[src/rtl/demux_32bits_4saidas_reg_pkg.sv]
// Shared definitions for the registered 1-to-4 result distributor.
package demux_32bits_4saidas_reg_pkg;

    // Default word width of the datapath results being distributed.
    localparam int LARGURA_PADRAO = 32;

    // Destination lane indices, matching the value carried on key.
    localparam logic [1:0] LANE_BANCO = 2'd0;
    localparam logic [1:0] LANE_HI    = 2'd1;
    localparam logic [1:0] LANE_LO    = 2'd2;
    localparam logic [1:0] LANE_MEM   = 2'd3;

    // Occupancy of a one-entry lane register.
    typedef enum logic {
        VAZIO = 1'b0,
        CHEIO = 1'b1
    } estado_t;

endpackage

[src/rtl/demux_32bits_4saidas_reg_registro_saida_hs.sv]
// One-entry valid/ready output register for a single distributor lane.
module registro_saida_hs
    import demux_32bits_4saidas_reg_pkg::*;
#(
    parameter int LARGURA = LARGURA_PADRAO
) (
    input  logic               clock,
    input  logic               reset,
    input  logic               escrita,
    input  logic [LARGURA-1:0] dado,
    input  logic               pronta,
    output logic [LARGURA-1:0] saida,
    output logic               valida,
    output logic               pode_aceitar
);

    estado_t            estado_p1;
    estado_t            estado_prox;
    logic [LARGURA-1:0] dado_p1;

    // Lane occupancy register; reset empties the lane immediately.
    always_ff @(posedge clock or posedge reset) begin
        if (reset) begin
            estado_p1 <= VAZIO;
        end else begin
            estado_p1 <= estado_prox;
        end
    end

    // Next occupancy: a write always fills, a take without a refill empties.
    always_comb begin
        estado_prox = estado_p1;
        case (estado_p1)
            VAZIO: begin
                if (escrita) begin
                    estado_prox = CHEIO;
                end
            end
            CHEIO: begin
                if (pronta && !escrita) begin
                    estado_prox = VAZIO;
                end
            end
            default: begin
                estado_prox = VAZIO;
            end
        endcase
    end

    // Lane data: loaded on write, held otherwise (a drain does not clear it).
    always_ff @(posedge clock or posedge reset) begin
        if (reset) begin
            dado_p1 <= '0;
        end else if (escrita) begin
            dado_p1 <= dado;
        end
    end

    assign saida        = dado_p1;
    assign valida       = (estado_p1 == CHEIO);
    // Free slot either because the lane is empty or because it drains this cycle.
    assign pode_aceitar = !valida || pronta;

endmodule

[src/rtl/demux_32bits_4saidas_reg.sv]
// Registered 1-to-4 distributor: steers one word per cycle to the lane chosen by key.
module demux_32bits_4saidas_reg
    import demux_32bits_4saidas_reg_pkg::*;
#(
    parameter int LARGURA    = LARGURA_PADRAO,
    parameter int NUM_SAIDAS = 4
) (
    input  logic                  clock,
    input  logic                  reset,
    input  logic [LARGURA-1:0]    entrada,
    input  logic [1:0]            key,
    input  logic                  entrada_valida,
    output logic                  entrada_pronta,
    output logic [LARGURA-1:0]    saida1,
    output logic [LARGURA-1:0]    saida2,
    output logic [LARGURA-1:0]    saida3,
    output logic [LARGURA-1:0]    saida4,
    output logic [NUM_SAIDAS-1:0] saida_valida,
    input  logic [NUM_SAIDAS-1:0] saida_pronta,
    output logic                  ocupado
);

    logic [NUM_SAIDAS-1:0] sel;
    logic [NUM_SAIDAS-1:0] escrita;
    logic [NUM_SAIDAS-1:0] pode_aceitar;
    logic [LARGURA-1:0]    dados [NUM_SAIDAS];
    logic                  aceita;

    // Decode key into a one-hot lane select and pick that lane's accept term.
    always_comb begin
        sel            = '0;
        entrada_pronta = pode_aceitar[0];
        case (key)
            LANE_BANCO: begin
                sel[0]         = 1'b1;
                entrada_pronta = pode_aceitar[0];
            end
            LANE_HI: begin
                sel[1]         = 1'b1;
                entrada_pronta = pode_aceitar[1];
            end
            LANE_LO: begin
                sel[2]         = 1'b1;
                entrada_pronta = pode_aceitar[2];
            end
            LANE_MEM: begin
                sel[3]         = 1'b1;
                entrada_pronta = pode_aceitar[3];
            end
            default: begin
                sel[0]         = 1'b1;
                entrada_pronta = pode_aceitar[0];
            end
        endcase
    end

    assign aceita  = entrada_valida && entrada_pronta;
    assign escrita = aceita ? sel : '0;

    for (genvar i = 0; i < NUM_SAIDAS; i++) begin : g_lane
        registro_saida_hs #(
            .LARGURA(LARGURA)
        ) u_reg (
            .clock       (clock),
            .reset       (reset),
            .escrita     (escrita[i]),
            .dado        (entrada),
            .pronta      (saida_pronta[i]),
            .saida       (dados[i]),
            .valida      (saida_valida[i]),
            .pode_aceitar(pode_aceitar[i])
        );
    end

    assign saida1  = dados[0];
    assign saida2  = dados[1];
    assign saida3  = dados[2];
    assign saida4  = dados[3];
    // Derived only from registered valids, so no input-to-output path.
    assign ocupado = |saida_valida;

endmodule

[config.mk]
export PLATFORM = sky130hd
export DESIGN_NAME = demux_32bits_4saidas_reg
export DESIGN_NICKNAME = d
export VERILOG_FILES = /design/src/rtl/demux_32bits_4saidas_reg_pkg.sv /design/src/rtl/demux_32bits_4saidas_reg_registro_saida_hs.sv /design/src/rtl/demux_32bits_4saidas_reg.sv
export SDC_FILE = /design/constraint.sdc
export NUM_CORES = 1
export LEC_CHECK = 0
export ABC_AREA = 0
export ABC_CLOCK_PERIOD_IN_PS = 10200
export BUFFER_PORTS_ARGS = -buffer_cell sky130_fd_sc_hd__buf_4
export CORE_MARGIN = 10
export CORE_UTILIZATION = 56
export CTS_BUF_LIST = sky130_fd_sc_hd__clkbuf_4 sky130_fd_sc_hd__clkbuf_8
export CTS_CLUSTER_DIAMETER = 200
export DETAILED_ROUTE_END_ITERATION = 10
export PLACE_DENSITY_LB_ADDON = 0.1
export SKIP_LAST_GASP = 1
export SYNTH_ARGS = -nofsm -noshare
export SYNTH_HDL_FRONTEND = slang
export SYNTH_SLANG_ARGS = --single-unit
export TNS_END_PERCENT = 50
[constraint.sdc]
create_clock -name clock -period 10.2 [get_ports clock]
set_input_delay 0 -clock clock [delete_from_list [all_inputs] [get_ports clock]]
set_output_delay 0 -clock clock [all_outputs]
set_load 0.02 [all_outputs]
==> impl_metrics.py, run 1 <==
metrics = {
    "place": {
        "hpwlAfterDp_mm": 8.79,
        "port-buffer-count": 174,
        "gp_congestion": 0.745,
    },
    "yosys": {
        "avgSynthCellArea_um2": 16.9,
        "synth_cell_types": 19,
        "ys_seq_elements": 132,
        "ys.warnings.count": 0,
        "syn-instance-count": 298,
        "syn_area_um2": 5040,
        "synth-seq-area-share_pct": 65.5,
        "synth_nets": 339,
    },
    "clock_network": {
        "numCtsBuffers": 17,
        "cts_sinks": 132,
        "cts_max_level": 4,
        "path_clk_slew_ps": 80,
        "cts_root_buffer": "clkbuf_8",
        "cts_tree": "done",
        "clockBufferDepth": 2,
        "clk_latency_ps": 430,
        "post_cts_buffers": 0,
    },
    "global_routing": {
        "grt_pass1_vias": 3791,
        "overflow": 0,
        "track_usage_pct": 19.9,
        "antenna_found_initial": 0,
        "grt_pass1_wl_mm": 20.7,
        "grt_max_degree": 71,
    },
    "outcome": {
        "outcome": "completed",
    },
    "floorplan": {
        "start_util_pct": 57.5,
        "die_h_um": 115,
        "die_x_um": 115,
        "coreArea_um2": 8760,
        "io_pins": 175,
        "die_area_um2": 13200,
        "num_rows": 34,
    },
    "min_path": {
        "hp-class": "input port to async pin",
    },
    "power_and_ir_drop": {
        "vdd_drop_max_v": 0.000116,
        "internal_power_mw": 1.10,
        "switching_share_pct": 32.4,
        "power_leakage_nw": 3.36,
        "p_clk_share_pct": 26.9,
        "comb_power_share_pct": 30.5,
        "seqPwrFrac_pct": 42.5,
        "powerDensity_nw_per_um2": 227,
        "p_switching_mw": 0.528,
    },
    "timing": {
        "maxSlewViolCount": 0,
        "fin_skew_ps": 13.2,
        "hold_viol": 0,
        "maxSlewHeadroom_pct": 33.5,
        "post-route-min-period_ps": 1960,
        "worst_slew_pin_slew_ps": 995,
        "setup_viol": 0,
        "fin_tns_setup_ps": 0,
        "grt_setup_unrepaired": "false",
        "fin_crit_sh_pct": 19.2,
        "clock.fmax_mhz": 511,
    },
    "detailed_routing": {
        "viasPerCell": 5.20,
        "drc": 0,
        "via_count": 3312,
        "ant_nets": 0,
        "dr.pass1.iters": 4,
        "wire_per_inst_um": 20.5,
        "routed_wl_mm": 13.1,
        "drtIter0Drc": 129,
    },
    "final_layout": {
        "nFillCells": 516,
        "seqCellArea_um2": 3300,
        "area_growth_pct": 42.3,
        "finalNetCount": 557,
        "final_core_util_pct": 81.8,
        "drive_above_1_share_pct": 63.9,
        "mostFrequentLayoutCells": "buf_4 (177), dfrtp_1 (132), mux2_2 (123)",
        "num_antenna_cells": 0,
        "multi_input_area_um2": 1580,
        "mostFrequentLayoutCell": "buf_4",
    },
    "critical_path": {
        "arrival_ps": 2270,
        "critPathKind": "flip-flop to flip-flop",
        "path_max_fanout": 32,
        "startpoint_type": "flip-flop",
        "required_ps": 10510,
        "endpoint_kind": "flip-flop",
    },
    "run": {
        "max_cap_violations": 0,
    },
}
==> worst paths after layout <==
path                                                            start                                    end  slack [ps]  depth (start not counted)
worst min register to register  g_lane[1].u_reg.saida[23]$_DFFE_PP0P_  g_lane[1].u_reg.saida[23]$_DFFE_PP0P_         510                          1
min in group clock                                        entrada[20]  g_lane[2].u_reg.saida[20]$_DFFE_PP0P_         370                          3
worst max-delay path                 g_lane[3].u_reg.valida$_DFF_PP0_   g_lane[3].u_reg.saida[1]$_DFFE_PP0P_        8240                          3
worst max register to register       g_lane[3].u_reg.valida$_DFF_PP0_   g_lane[3].u_reg.saida[1]$_DFFE_PP0P_        8240                          3
max in group asynchronous                                       reset  g_lane[3].u_reg.saida[14]$_DFFE_PP0P_        8570                          4
worst min-delay path                                            reset  g_lane[3].u_reg.saida[31]$_DFFE_PP0P_         280                          3
==> power by group through the flow <==
stage	clock (mW)	combinational (mW)	sequential, mW
after floorplan	0	0.122	0.828
after global placement	0	0.481	0.696
after detailed placement	0	0.492	0.702
after CTS	0.445	0.504	0.693
after global routing	0.472	0.527	0.706
final	0.439	0.497	0.693
==> worst max-delay path, stage by stage (launching register included) <==
cell	delay (ps)
dfrtp_1	410
nand2b_1	140
nor2b_4	830
mux2_2	420
==> stage by stage <==
stage               area [um2]  total power [mW]  worst slack [ps]  instances  hold WS [ps]
global route              7170              1.70              8160        637           342
detailed placement        6350              1.19              8300        564           197
floorplan                 5040             0.950              6670        298           135
global placement          6350              1.18              8350        564           184
CTS                       7170              1.64              8290        637           286
finish                    7170              1.63              8240        637           279
==> synth_stat cells <==
| master | number | area share, % |
|---|---|---|
| nor3b_4 | 1 | 0.37 |
| buf_6 | 9 | 2.0 |
| nand3_1 | 1 | 0.099 |
| nor2b_1 | 1 | 0.12 |
| dfrtp_1 | 132 | 66 |
| buf_4 | 4 | 0.60 |
| or4_1 | 1 | 0.15 |
| and3_1 | 1 | 0.12 |
| clkbuf_2 | 1 | 0.099 |
| mux2_1 | 5 | 1.1 |
| mux4_2 | 1 | 0.45 |
| nand2b_1 | 4 | 0.50 |
| buf_2 | 5 | 0.50 |
| nor2b_2 | 1 | 0.17 |
| nand3b_1 | 1 | 0.15 |
| o21ai_0 | 1 | 0.099 |
| nand2_1 | 5 | 0.37 |
| inv_1 | 1 | 0.074 |
| mux2_2 | 123 | 27 |
==> cells by family (layout without fill, tap and decap cells) <==
family / Yosys count / in the layout / synth area share [%]
compound gates: 1 / 1 / 0.0992
buf+inv: 20 / 251 / 3.28
flops: 132 / 132 / 65.5
mux: 129 / 129 / 29.0
simple gates: 16 / 16 / 2.06
==> repair_timing <==
item                                   in CTS  in global routing
setup endpoints to repair                   0                  0
endpoints found under the hold margin     194                  0
hold buffers                               41                  0
resized for setup                           0                  0
==> flip-flops by register name, indices dropped and copies added (netlist names) <==
signal               count
g_lane.u_reg.saida     128
g_lane.u_reg.valida      4
==> layer usage <==
layer	global-route usage (%)	wire length [um]	up-vias
met4	8.66	319	0
met3	9.38	1280	26
met1	21.6	4900	1676
met5	0	0	-
met2	32.8	6580	126
li1	-	-	1484
==> cell type report <==
type | count | share of cell area (%)
clock buffer | 19 | 3.56
inverter | 1 | 0.0872
timing repair buffer | 218 | 24.2
clock inverter | 13 | 2.11
tap | 108 | 1.88
sequential | 132 | 46.1
multi-input combinational | 146 | 22.1
No activity file was read; power rests on OpenSTA's default activity.
==> inputs of run 2 (changes only) <==
ABC_CLOCK_PERIOD_IN_PS = 2000   (was 10200)
CORE_UTILIZATION = 52   (was 56)
clock period = 2 ns   (was 10.2 ns; I/O delays follow)
==> run 2 against run 1 <==
Net effect:
- combinational power rose to 5.1 times the previous value
- core utilization fell by 4.3 points
- critical endpoint is now g_lane[1].u_reg.saida[29]$_DFFE_PP0P_
- flip-flop and latch count did not move
- critical path type unchanged
- global-route usage fell by 1.6 points
- final cell count rose by 3.8%
==> impl_metrics.py, run 2 (synthesis gave the netlist of run 1 again) <==
metrics = {
    "place": {
        "port-buffer-count": 174,
        "gp_congestion": 0.787,
        "hpwlAfterDp_mm": 8.92,
        "dp_cells": 588,
    },
    "run": {
        "max_cap_violations": 0,
    },
    "critical_path": {
        "arrival_ps": 1890,
        "reg2reg_slack_ps": 410,
        "required_ps": 2300,
        "critPathLaunch": "g_lane[1].u_reg.valida$_DFF_PP0_",
        "startpoint_type": "flip-flop",
        "endpoint_kind": "flip-flop",
        "critPathKind": "flip-flop to flip-flop",
        "path_max_fanout": 24,
        "r2r_end": "g_lane[1].u_reg.saida[29]$_DFFE_PP0P_",
        "worstSetupEndpoint": "g_lane[1].u_reg.saida[29]$_DFFE_PP0P_",
        "r2r-start": "g_lane[1].u_reg.valida$_DFF_PP0_",
        "ff2ff_path_depth": 4,
    },
    "clock_network": {
        "hold_buffers": 41,
        "numCtsBuffers": 17,
        "post_cts_buffers": 0,
        "cts_max_level": 4,
        "cts_sinks": 132,
        "path_clk_slew_ps": 80,
        "cts_resized": 0,
        "cts_tree": "done",
        "clk_latency_ps": 420,
        "cts_root_buffer": "clkbuf_8",
        "clockBufferDepth": 2,
    },
    "final_layout": {
        "mostFrequentLayoutCell": "buf_4",
        "mostFrequentLayoutCells": "buf_4 (176), dfrtp_1 (132), mux2_2 (123)",
        "drive_above_1_share_pct": 64.1,
        "area_growth_pct": 43.4,
        "largest_reg_flops": 128,
        "finalNetCount": 560,
        "num_antenna_cells": 0,
        "instances_no_fill": 661,
    },
    "global_routing": {
        "antenna_found_initial": 0,
        "grt_pass1_vias": 3674,
        "grt_max_degree": 133,
        "grt_pass1_wl_mm": 20.5,
        "overflow": 0,
        "track_usage_pct": 18.3,
    },
    "floorplan": {
        "die_h_um": 118,
        "num_rows": 35,
        "coreArea_um2": 9330,
        "die_x_um": 118,
        "die_area_um2": 14000,
        "io_pins": 175,
        "start_util_pct": 54.0,
    },
    "detailed_routing": {
        "wire_per_inst_um": 19.5,
        "viasPerCell": 4.97,
        "via_count": 3288,
        "drc": 0,
        "routed_wl_mm": 12.9,
        "dr.pass1.iters": 4,
        "drtIter0Drc": 135,
        "ant_nets": 0,
    },
    "timing": {
        "clock.fmax_mhz": 630,
        "setup_viol": 0,
        "fin_crit_sh_pct": 79.3,
        "grt_setup_unrepaired": "false",
        "maxSlewHeadroom_pct": 54.0,
        "hold_viol": 0,
        "worst_slew_pin_slew_ps": 690,
        "post-route-min-period_ps": 1590,
        "fin_skew_ps": 10.2,
        "maxSlewViolCount": 0,
        "fin_tns_setup_ps": 0,
        "hold_slack_ps": 369,
    },
    "power_and_ir_drop": {
        "vdd_drop_max_v": 0.000589,
        "powerDensity_nw_per_um2": 1120,
        "power_leakage_nw": 3.36,
    },
    "min_path": {
        "hp-class": "input port to async pin",
    },
    "outcome": {
        "outcome": "completed",
    },
}
[run 2: metal layers]
metal	routed length (um)	up-vias	global-route usage, %
met3	1090	18	8.28
met1	5100	1664	20.5
met5	0	-	0
met4	211	0	6.26
met2	6470	114	30.6
li1	-	1492	-
[run 2: how the worst min path moves through the flow]
stage | start | cells after the start | to
2_1_floorplan | entrada[17] | 1 | g_lane[1].u_reg.saida[17]$_DFFE_PP0P_
3_3_place_gp | entrada[19] | 2 | g_lane[1].u_reg.saida[19]$_DFFE_PP0P_
3_5_place_dp | entrada[17] | 2 | g_lane[1].u_reg.saida[17]$_DFFE_PP0P_
4_1_cts | entrada[2] | 3 | g_lane[1].u_reg.saida[2]$_DFFE_PP0P_
5_1_grt | entrada[7] | 3 | g_lane[3].u_reg.saida[7]$_DFFE_PP0P_
6_report | reset | 4 | g_lane[3].u_reg.saida[10]$_DFFE_PP0P_
[run 2: stage by stage]
step	util, %	instance area (um2)	total power, mW	setup slack (ps)
2_1_floorplan	-	5040	4.85	363
4_1_cts	77.5	7230	8.16	403
3_3_place_gp	69.2	6450	6.03	479
3_5_place_dp	69.2	6450	6.10	423
5_1_grt	77.5	7230	8.47	336
6_report	77.5	7230	8.07	413
[run 2: worst max-delay path, cell delays in order, from the launching register on]
cell and delay, ps:
dfrtp_1 410, nand2b_1 110, and3_2 350, buf_12 230
mux2_2 360
[run 2: final cells by class]
class	instances	area [um2]
Clock buffer	19	262
Clock inverter	13	101
Fill cell	590	2100
Inverter	1	7.51
Multi-Input combinational cell	146	1580
Sequential cell	132	3300
Tap cell	129	161
Timing Repair Buffer	221	1810
[run 2: where the power goes]
group / switching (mW) / internal, mW / leakage [nW]
sequential: 0.304 / 3.22 / 1.57
clock: 1.06 / 0.936 / 0.175
combinational: 1.31 / 1.23 / 1.62
total: 2.68 / 5.39 / 3.36
